**config.mk**
```make
export PLATFORM = sky130hd
export DESIGN_NAME = qspi_rx_fifo
export DESIGN_NICKNAME = d
export VERILOG_FILES = /design/src/rtl/qspi_rx_fifo.sv
export SDC_FILE = /design/constraint.sdc
export NUM_CORES = 1
export LEC_CHECK = 0
export CELL_PAD_IN_SITES_DETAIL_PLACEMENT = 2
export CELL_PAD_IN_SITES_GLOBAL_PLACEMENT = 2
export CORE_MARGIN = 2
export CORE_UTILIZATION = 48
export DETAILED_ROUTE_END_ITERATION = 7
export PLACE_DENSITY = 0.95
export SLEW_MARGIN = 20
export SYNTH_ARGS = -nofsm -noshare
export SYNTH_HDL_FRONTEND = slang
export SYNTH_SLANG_ARGS = --single-unit
```
**constraint.sdc**
```tcl
create_clock -name clk_i -period 15.1 [get_ports clk_i]
set_clock_uncertainty 0.05 [all_clocks]
set_input_delay 2.265 -clock clk_i [delete_from_list [all_inputs] [get_ports clk_i]]
set_output_delay 2.265 -clock clk_i [all_outputs]
set_load 0.02 [all_outputs]
```
**src/rtl/qspi_rx_fifo.sv**
```systemverilog
// qspi_rx_fifo: groups nibble strobes from qspi_rx_shift into 32-bit words.
// Each completed word is pushed into a DEPTH-entry first-word-fall-through FIFO.
// The FIFO is read through a valid/ready port.
// Optional feature macro: QSPI_RX_FIFO_THRESH_EN enables the fill-threshold flag thresh_o.
// Without that macro, thresh_o is tied low.

module qspi_rx_fifo #(
    parameter int DEPTH   = 8,
    parameter int NIBBLES = 8,
    parameter int THRESH  = 4
) (
    input  logic                       clk_i,
    input  logic                       rst_ni,
    input  logic                       shift_valid_i,
    input  logic [31:0]                rx_word_i,
    input  logic                       clr_i,
    input  logic                       rd_ready_i,
    output logic                       rd_valid_o,
    output logic [31:0]                rd_data_o,
    output logic [$clog2(DEPTH):0]     level_o,
    output logic                       full_o,
    output logic                       empty_o,
    output logic                       overflow_o,
    output logic                       thresh_o
);

    localparam int AW = $clog2(DEPTH);
    localparam int PW = AW + 1;
    localparam logic [2:0]    NIB_LAST  = 3'(NIBBLES - 1);
    localparam logic [PW-1:0] DEPTH_LVL = PW'(DEPTH);

    logic [2:0]    nib_cnt;
    logic          cap_pend;
    logic [PW-1:0] wr_ptr;
    logic [PW-1:0] rd_ptr;
    logic          overflow_q;
    logic [31:0]   mem [DEPTH];

    logic [PW-1:0] level;
    logic          empty;
    logic          full;
    logic          push;
    logic          pop;
    logic          wr_en;
    logic          drop;

    // The extra pointer MSB lets the difference span 0..DEPTH.
    assign level = wr_ptr - rd_ptr;
    assign empty = (level == '0);
    assign full  = (level == DEPTH_LVL);

    // A capture is pending for exactly the one cycle after the last nibble.
    // At that point the shifter's word is stable.
    // When the FIFO is full, a push still lands if a pop frees a slot in the same cycle.
    assign push  = cap_pend;
    assign pop   = !empty && rd_ready_i;
    assign wr_en = push && (!full || pop) && !clr_i;
    assign drop  = push && full && !pop;

    // Count nibble strobes and flag the cycle in which the assembled word is taken.
    always_ff @(posedge clk_i or negedge rst_ni) begin
        if (!rst_ni) begin
            nib_cnt  <= '0;
            cap_pend <= 1'b0;
        end else if (clr_i) begin
            nib_cnt  <= '0;
            cap_pend <= 1'b0;
        end else begin
            cap_pend <= shift_valid_i && (nib_cnt == NIB_LAST);
            if (shift_valid_i) begin
                nib_cnt <= (nib_cnt == NIB_LAST) ? 3'd0 : nib_cnt + 3'd1;
            end
        end
    end

    // Advance the write pointer on accepted pushes and the read pointer on pops.
    always_ff @(posedge clk_i or negedge rst_ni) begin
        if (!rst_ni) begin
            wr_ptr <= '0;
            rd_ptr <= '0;
        end else if (clr_i) begin
            wr_ptr <= '0;
            rd_ptr <= '0;
        end else begin
            if (wr_en) begin
                wr_ptr <= wr_ptr + 1'b1;
            end
            if (pop) begin
                rd_ptr <= rd_ptr + 1'b1;
            end
        end
    end

    // Sticky flag set when a completed word finds no room.
    always_ff @(posedge clk_i or negedge rst_ni) begin
        if (!rst_ni) begin
            overflow_q <= 1'b0;
        end else if (clr_i) begin
            overflow_q <= 1'b0;
        end else if (drop) begin
            overflow_q <= 1'b1;
        end
    end

    // Word storage is not reset; the pointers alone decide what is valid.
    always_ff @(posedge clk_i) begin
        if (wr_en) begin
            mem[wr_ptr[AW-1:0]] <= rx_word_i;
        end
    end

    assign rd_valid_o = !empty;
    assign rd_data_o  = empty ? 32'd0 : mem[rd_ptr[AW-1:0]];
    assign level_o    = level;
    assign full_o     = full;
    assign empty_o    = empty;
    assign overflow_o = overflow_q;

`ifdef QSPI_RX_FIFO_THRESH_EN
    localparam logic [PW-1:0] THRESH_LVL = PW'(THRESH);
    assign thresh_o = (level >= THRESH_LVL);
`else
    assign thresh_o = 1'b0;
`endif

endmodule

```
# Yosys cells after proc, flatten, opt, wreduce, memory -nomap -nowiden
# Memory sizes are Yosys's and may differ from the RTL's.
# Index checks and enable logic that the tools add are counted.
# Widths: inputs -> output; s select.
[word_totals]
ff_bits = 13
latchBits = 0
ramBits = 256
mem_bits_ro = 0
inputBits = 37
output_inout_bits = 41
elab_cells = 41
mem_count = 1
[memory_table]
columns = ["name", "words", "width", "read_ports", "rd_clocked_by_memory_dff", "wr", "line", "rtl"]
rows = [
  ["mem", 8, 32, 1, 0, 1, "37", "logic [31:0] mem [DEPTH];"],
]
[classes]
n_addsub = 4
multipliers = 0
div_mod_pow = 0
magnitude_cmp = 0
eq_ne = 2
n_shift = 0
muxes = 13
bitwise_logic = 0
n_reduce_logical = 16
[op_table]
columns = ["operator", "n"]
rows = [
  ["$mux 32", 1],
  ["$mux 4", 4],
  ["$mux 3", 3],
  ["$add 4x1->4 const B", 2],
  ["$reduce_bool 2->1", 4],
  ["$logic_and 1x1->1", 6],
  ["$mux 1", 5],
  ["$eq 4x4->1 const B", 1],
  ["$logic_not 1->1", 4],
  ["$logic_not 4->1", 1],
  ["$sub 4x4->4", 1],
  ["$add 3x1->3 const B", 1],
  ["$eq 3x3->1 const B", 1],
  ["$logic_or 1x1->1", 1],
]

# Depth between registers and ports, before layout
[logic_depth]
word_depth = 9
depth_mapped = 10
depth_no_buf = 9

# Worst setup path before layout
# OpenSTA, ideal clock, no wires.
[synth_path]
path_kind = "input -> register"
from = "input clr_i"
to = "memory mem[1][0] (enable)"
setup_time_ns = 0.502
arrival_ns = 5.667
required_ns = 14.548
path_slack_ns = 8.882
path_stages = 2
path_buffers = 0
path_cell_list = "or2_2 nor4_1"
[synth_between]
elab_chain_len = 4
[synth_lines]
columns = ["element", "line", "rtl"]
rows = [
  ["start, declared", "16", "input logic clr_i,"],
  ["$logic_not 1->1", "57", "assign wr_en = push && (!full || pop) && !clr_i;"],
  ["$logic_and 1x1->1", "57", ""],
  ["$mux 1", "107", "if (wr_en) begin"],
  ["$mux 1 (not written as such)", "108", "mem[wr_ptr[AW-1:0]] <= rx_word_i;"],
  ["end, declared", "37", ""],
]
# Every way passes these cells.

# Final worst setup path
[layout_path]
from = "register rd_ptr[1]"
to = "output rd_data_o[14]"
[layout_between]
elab_chain_len = 3
word_cells_on_any_way = 4
cone_classes = "add/sub: 1; mux: 1; reduce/logical: 1; memory: 1"
[layout_lines]
columns = ["element", "line", "rtl"]
rows = [
  ["start, declared", "35", "logic [PW-1:0] rd_ptr;"],
  ["start signal, assigned", "89", "rd_ptr <= rd_ptr + 1'b1;"],
  ["$sub 4x4->4", "48", "assign level = wr_ptr - rd_ptr;"],
  ["$logic_not 4->1", "49", "assign empty = (level == '0);"],
  ["$mux 32 (*)", "113", "assign rd_data_o = empty ? 32'd0 : mem[rd_ptr[AW-1:0]];"],
  ["end, declared", "19", "output logic [31:0] rd_data_o,"],
]
# Mark *: on every way between the ends. The rest lies on a longest branch, timed or not.

==> run metrics <==
status=finished, final reports clean; Crit. Startpoint=rd_ptr[1]$_DFFE_PN0P_; Synth Area per Inst=~20 µm²; largest cells by area after synthesis=edfxtp_1, mux4_2, dfrtp_1, nand2_1, a21oi_1; Routed Antenna Nets=0; depth of the worst register-to-register path=9; worst slew pin tran=roughly 1.0 ns; Cell Chain, Critical Path=buf_4 -> inv_1 -> fa_1 -> xor2_1 -> or3_1 -> a21oi_4 -> buf_4 -> a21oi_1 -> clkdlybuf4s50_1; share of layout cells above drive strength 1=a little over a fifth; fin. max-slew vios=0; Hold Path Stages=2; Core ar.=~22,000 µm²; Tmin final=roughly 7 ns; CTS H-Tree Depth=1; vias=between 5k and 6k; GP Congestion=roughly 0.75; Logic pwr share=between 20% and 30%; count leader, synth=edfxtp_1; DRC=0; FP Rows=54; synth cell count leaders=edfxtp_1, nand2_1, mux4_2; fin crit share=a little under half; Starting Density=48.6%; max_slew headroom=just over 30%; TritonCTS Sinks=269; capturing point of the worst reg2reg path=mem[2][0]$_DFFE_PP_; post-synthesis async set-or-reset flop share=a little under 5%; final hold vios=0; GRT Total Usage=26.6%; count of input and output buffers=76; GRT overflow=0; worst r2r src=rd_ptr[1]$_DFFE_PN0P_; CP Data Arrival Time=~4.8 ns; vias per std cell=slightly above 6; worst hold margin=0.483 ns; Filler cells=1,780; Synth top area share=between 70 and 80%; endpoint class of the critical path=primary output; wirelength, routed=30,400 µm; most frequent CP cell=buf_4; Layout Nets=676; setup_tns=0 ns; sequential fraction of the synthesis area=between 70% and 80%; worst-path maximum fanout=68; worst endpoint required time=12.79 ns; Max clock buf depth=3; global-route wire length before repair=approximately 45,000 µm; Yosys reg bits=roughly 270; number of max-cap violations=0; Ant. Diodes=0; Leak=between 4 and 5 nW; leading area contributor after synthesis=edfxtp_1; Hold-fix buffers, CTS=0; Setup crit end=rd_data_o[14]; clk_lat worst skew=between 0.5 and 0.6 ns; I/O pin count=78; RSZ-0062 raised after global routing=no; cell area after synthesis=roughly 11,000 µm²; Syn Inst Count=538; Initial DRT Pass Iterations=7; Setup Fix Bufs, Post-CTS=0; startpoint types=flip-flop; hpwl dp=17,600 µm; Net Sw Power=approximately 650 µW; Area growth syn-to-layout=20.0%; Die Footprint=about 23,000 µm²; Root Driver=clkbuf_16; worst min path class=reg -> reg; Die Width=152 µm; syn nets=583; worst vdd ir=around 110 µV; TritonCTS clock tree=built; Sequential Power Share=about two fifths; CTS resizes=0; largest net degree at the start of global routing=slightly below 70; Setup CP Type=reg -> out; initial DRC count=around 460; Die Y=about 150 µm; Netlist cell types=39; number of synthesis warnings=0; Fmax=141 MHz; largest stage delay on the critical path=between 0.7 and 0.8 ns; Worst-path clk slew=roughly 0.070 ns; clock power share=between 30% and 40%; reg2reg setup slack=about 11 ns; Sw Ratio=between 20% and 30%; wire per inst=about 33 µm; Internal Power=1.54 mW; vias in the first global route=between 6k and 7k; ys flop type=edfxtp_1; Setup violations, final=0; power per cell area=between 150 and 200 nW/µm²; CP max-delay cell=buf_4; EDFF count, synth=roughly 260; initial antenna violation count=1; CTS Buf Count=28
[kinds of logic (layout without fill, tap and decap cells)]
kind of cell | count (synthesis) | count (layout) | synth area share (%)
AOI/OAI and AO/OA | 46 | 46 | 2.77
xor gates and xnor gates | 3 | 3 | 0.248
adders and majority gates | 8 | 8 | 1.02
buffers and inverters | 39 | 152 | 1.77
DFF | 269 | 269 | 75.8
muxes | 70 | 70 | 14.2
other | 1 | 1 | 0.0355
and+or+nand+nor | 102 | 102 | 4.15
[through the flow]
stage               utilization [%]  power, mW  setup slack, ns  instances  area [µm²]
finish                         58.3       2.19             8.03        931       12700
detailed placement             53.8       1.47             8.70        881       11700
global placement               53.8       1.44             8.98        881       11700
CTS                            58.2       2.21             8.06        931       12700
floorplan                         -       1.23             8.88        538       10600
global route                   58.3       2.26             7.93        931       12700
[worst min path at each step]
stage,start,end
floorplan,nib_cnt[1]$_DFFE_PN0P_,nib_cnt[1]$_DFFE_PN0P_
global placement,overflow_o$_DFFE_PN0P_,overflow_o$_DFFE_PN0P_
detailed placement,overflow_o$_DFFE_PN0P_,overflow_o$_DFFE_PN0P_
CTS,overflow_o$_DFFE_PN0P_,overflow_o$_DFFE_PN0P_
global route,overflow_o$_DFFE_PN0P_,overflow_o$_DFFE_PN0P_
finish,overflow_o$_DFFE_PN0P_,overflow_o$_DFFE_PN0P_
[layout make-up]
type	count	area (µm²)	area share, %
Clock buffer	36	792	6.24
Clock inverter	14	170	1.34
Inverter	10	37.5	0.296
Multi-Input combinational cell	230	2440	19.2
Sequential cell	269	8020	63.2
Tap cell	280	350	2.76
Timing Repair Buffer	92	881	6.94
[flip-flops by register name, summed over array words and instances (netlist names)]
name / count
rd_ptr: 4
mem: 256
wr_ptr: 4
cap_pend: 1
overflow_o: 1
nib_cnt: 3
[worst max-delay path, delay by kind of cell, from the launching register on]
kind / cells / cell delay, ns
DFF: 1 / 0.35
xor gates and xnor gates: 1 / 0.19
and+or+nand+nor: 1 / 0.44
buffers and inverters: 4 / 2.00
adders and majority gates: 1 / 0.49
AOI/OAI and AO/OA: 2 / 0.59
[metal layers]
metal / vias to the layer above / routed length [µm] / global-route usage [%]
met5: - / 8 / 0
met4: 2 / 926 / 8.86
met3: 72 / 1580 / 4.55
met2: 233 / 15900 / 45.3
met1: 3071 / 12000 / 35.4
li1: 2333 / - / -
[placed cells by master (no fill, tap or decap), types with 3 or more instances in the layout]
| master | synthesis | final |
|---|---|---|
| a21oi_1 | 36 | 36 |
| buf_4 | 7 | 16 |
| bufinv_16 | 0 | 4 |
| clkbuf_1 | 14 | 3 |
| clkbuf_16 | 0 | 29 |
| clkbuf_8 | 0 | 4 |
| clkdlybuf4s50_1 | 0 | 76 |
| clkinv_1 | 0 | 4 |
| clkinv_2 | 0 | 4 |
| dfrtp_1 | 13 | 10 |
| edfxtp_1 | 256 | 256 |
| ha_1 | 7 | 7 |
| inv_1 | 10 | 10 |
| mux2i_1 | 5 | 5 |
| mux4_2 | 64 | 64 |
| nand2_1 | 69 | 69 |
| nor2_1 | 11 | 11 |
| nor3_4 | 0 | 3 |
| nor4_2 | 0 | 4 |
| o21ai_1 | 3 | 3 |
| or3_1 | 3 | 3 |
[power groups by stage]
stage	Clock (mW)	Combinational, mW	Sequential [mW]
2_1_floorplan	0	0.390	0.836
3_3_place_gp	0	0.593	0.851
3_5_place_dp	0	0.618	0.852
4_1_cts	0.740	0.635	0.836
5_1_grt	0.763	0.661	0.837
6_report	0.726	0.628	0.835
No activity file was read; power rests on OpenSTA's default activity.
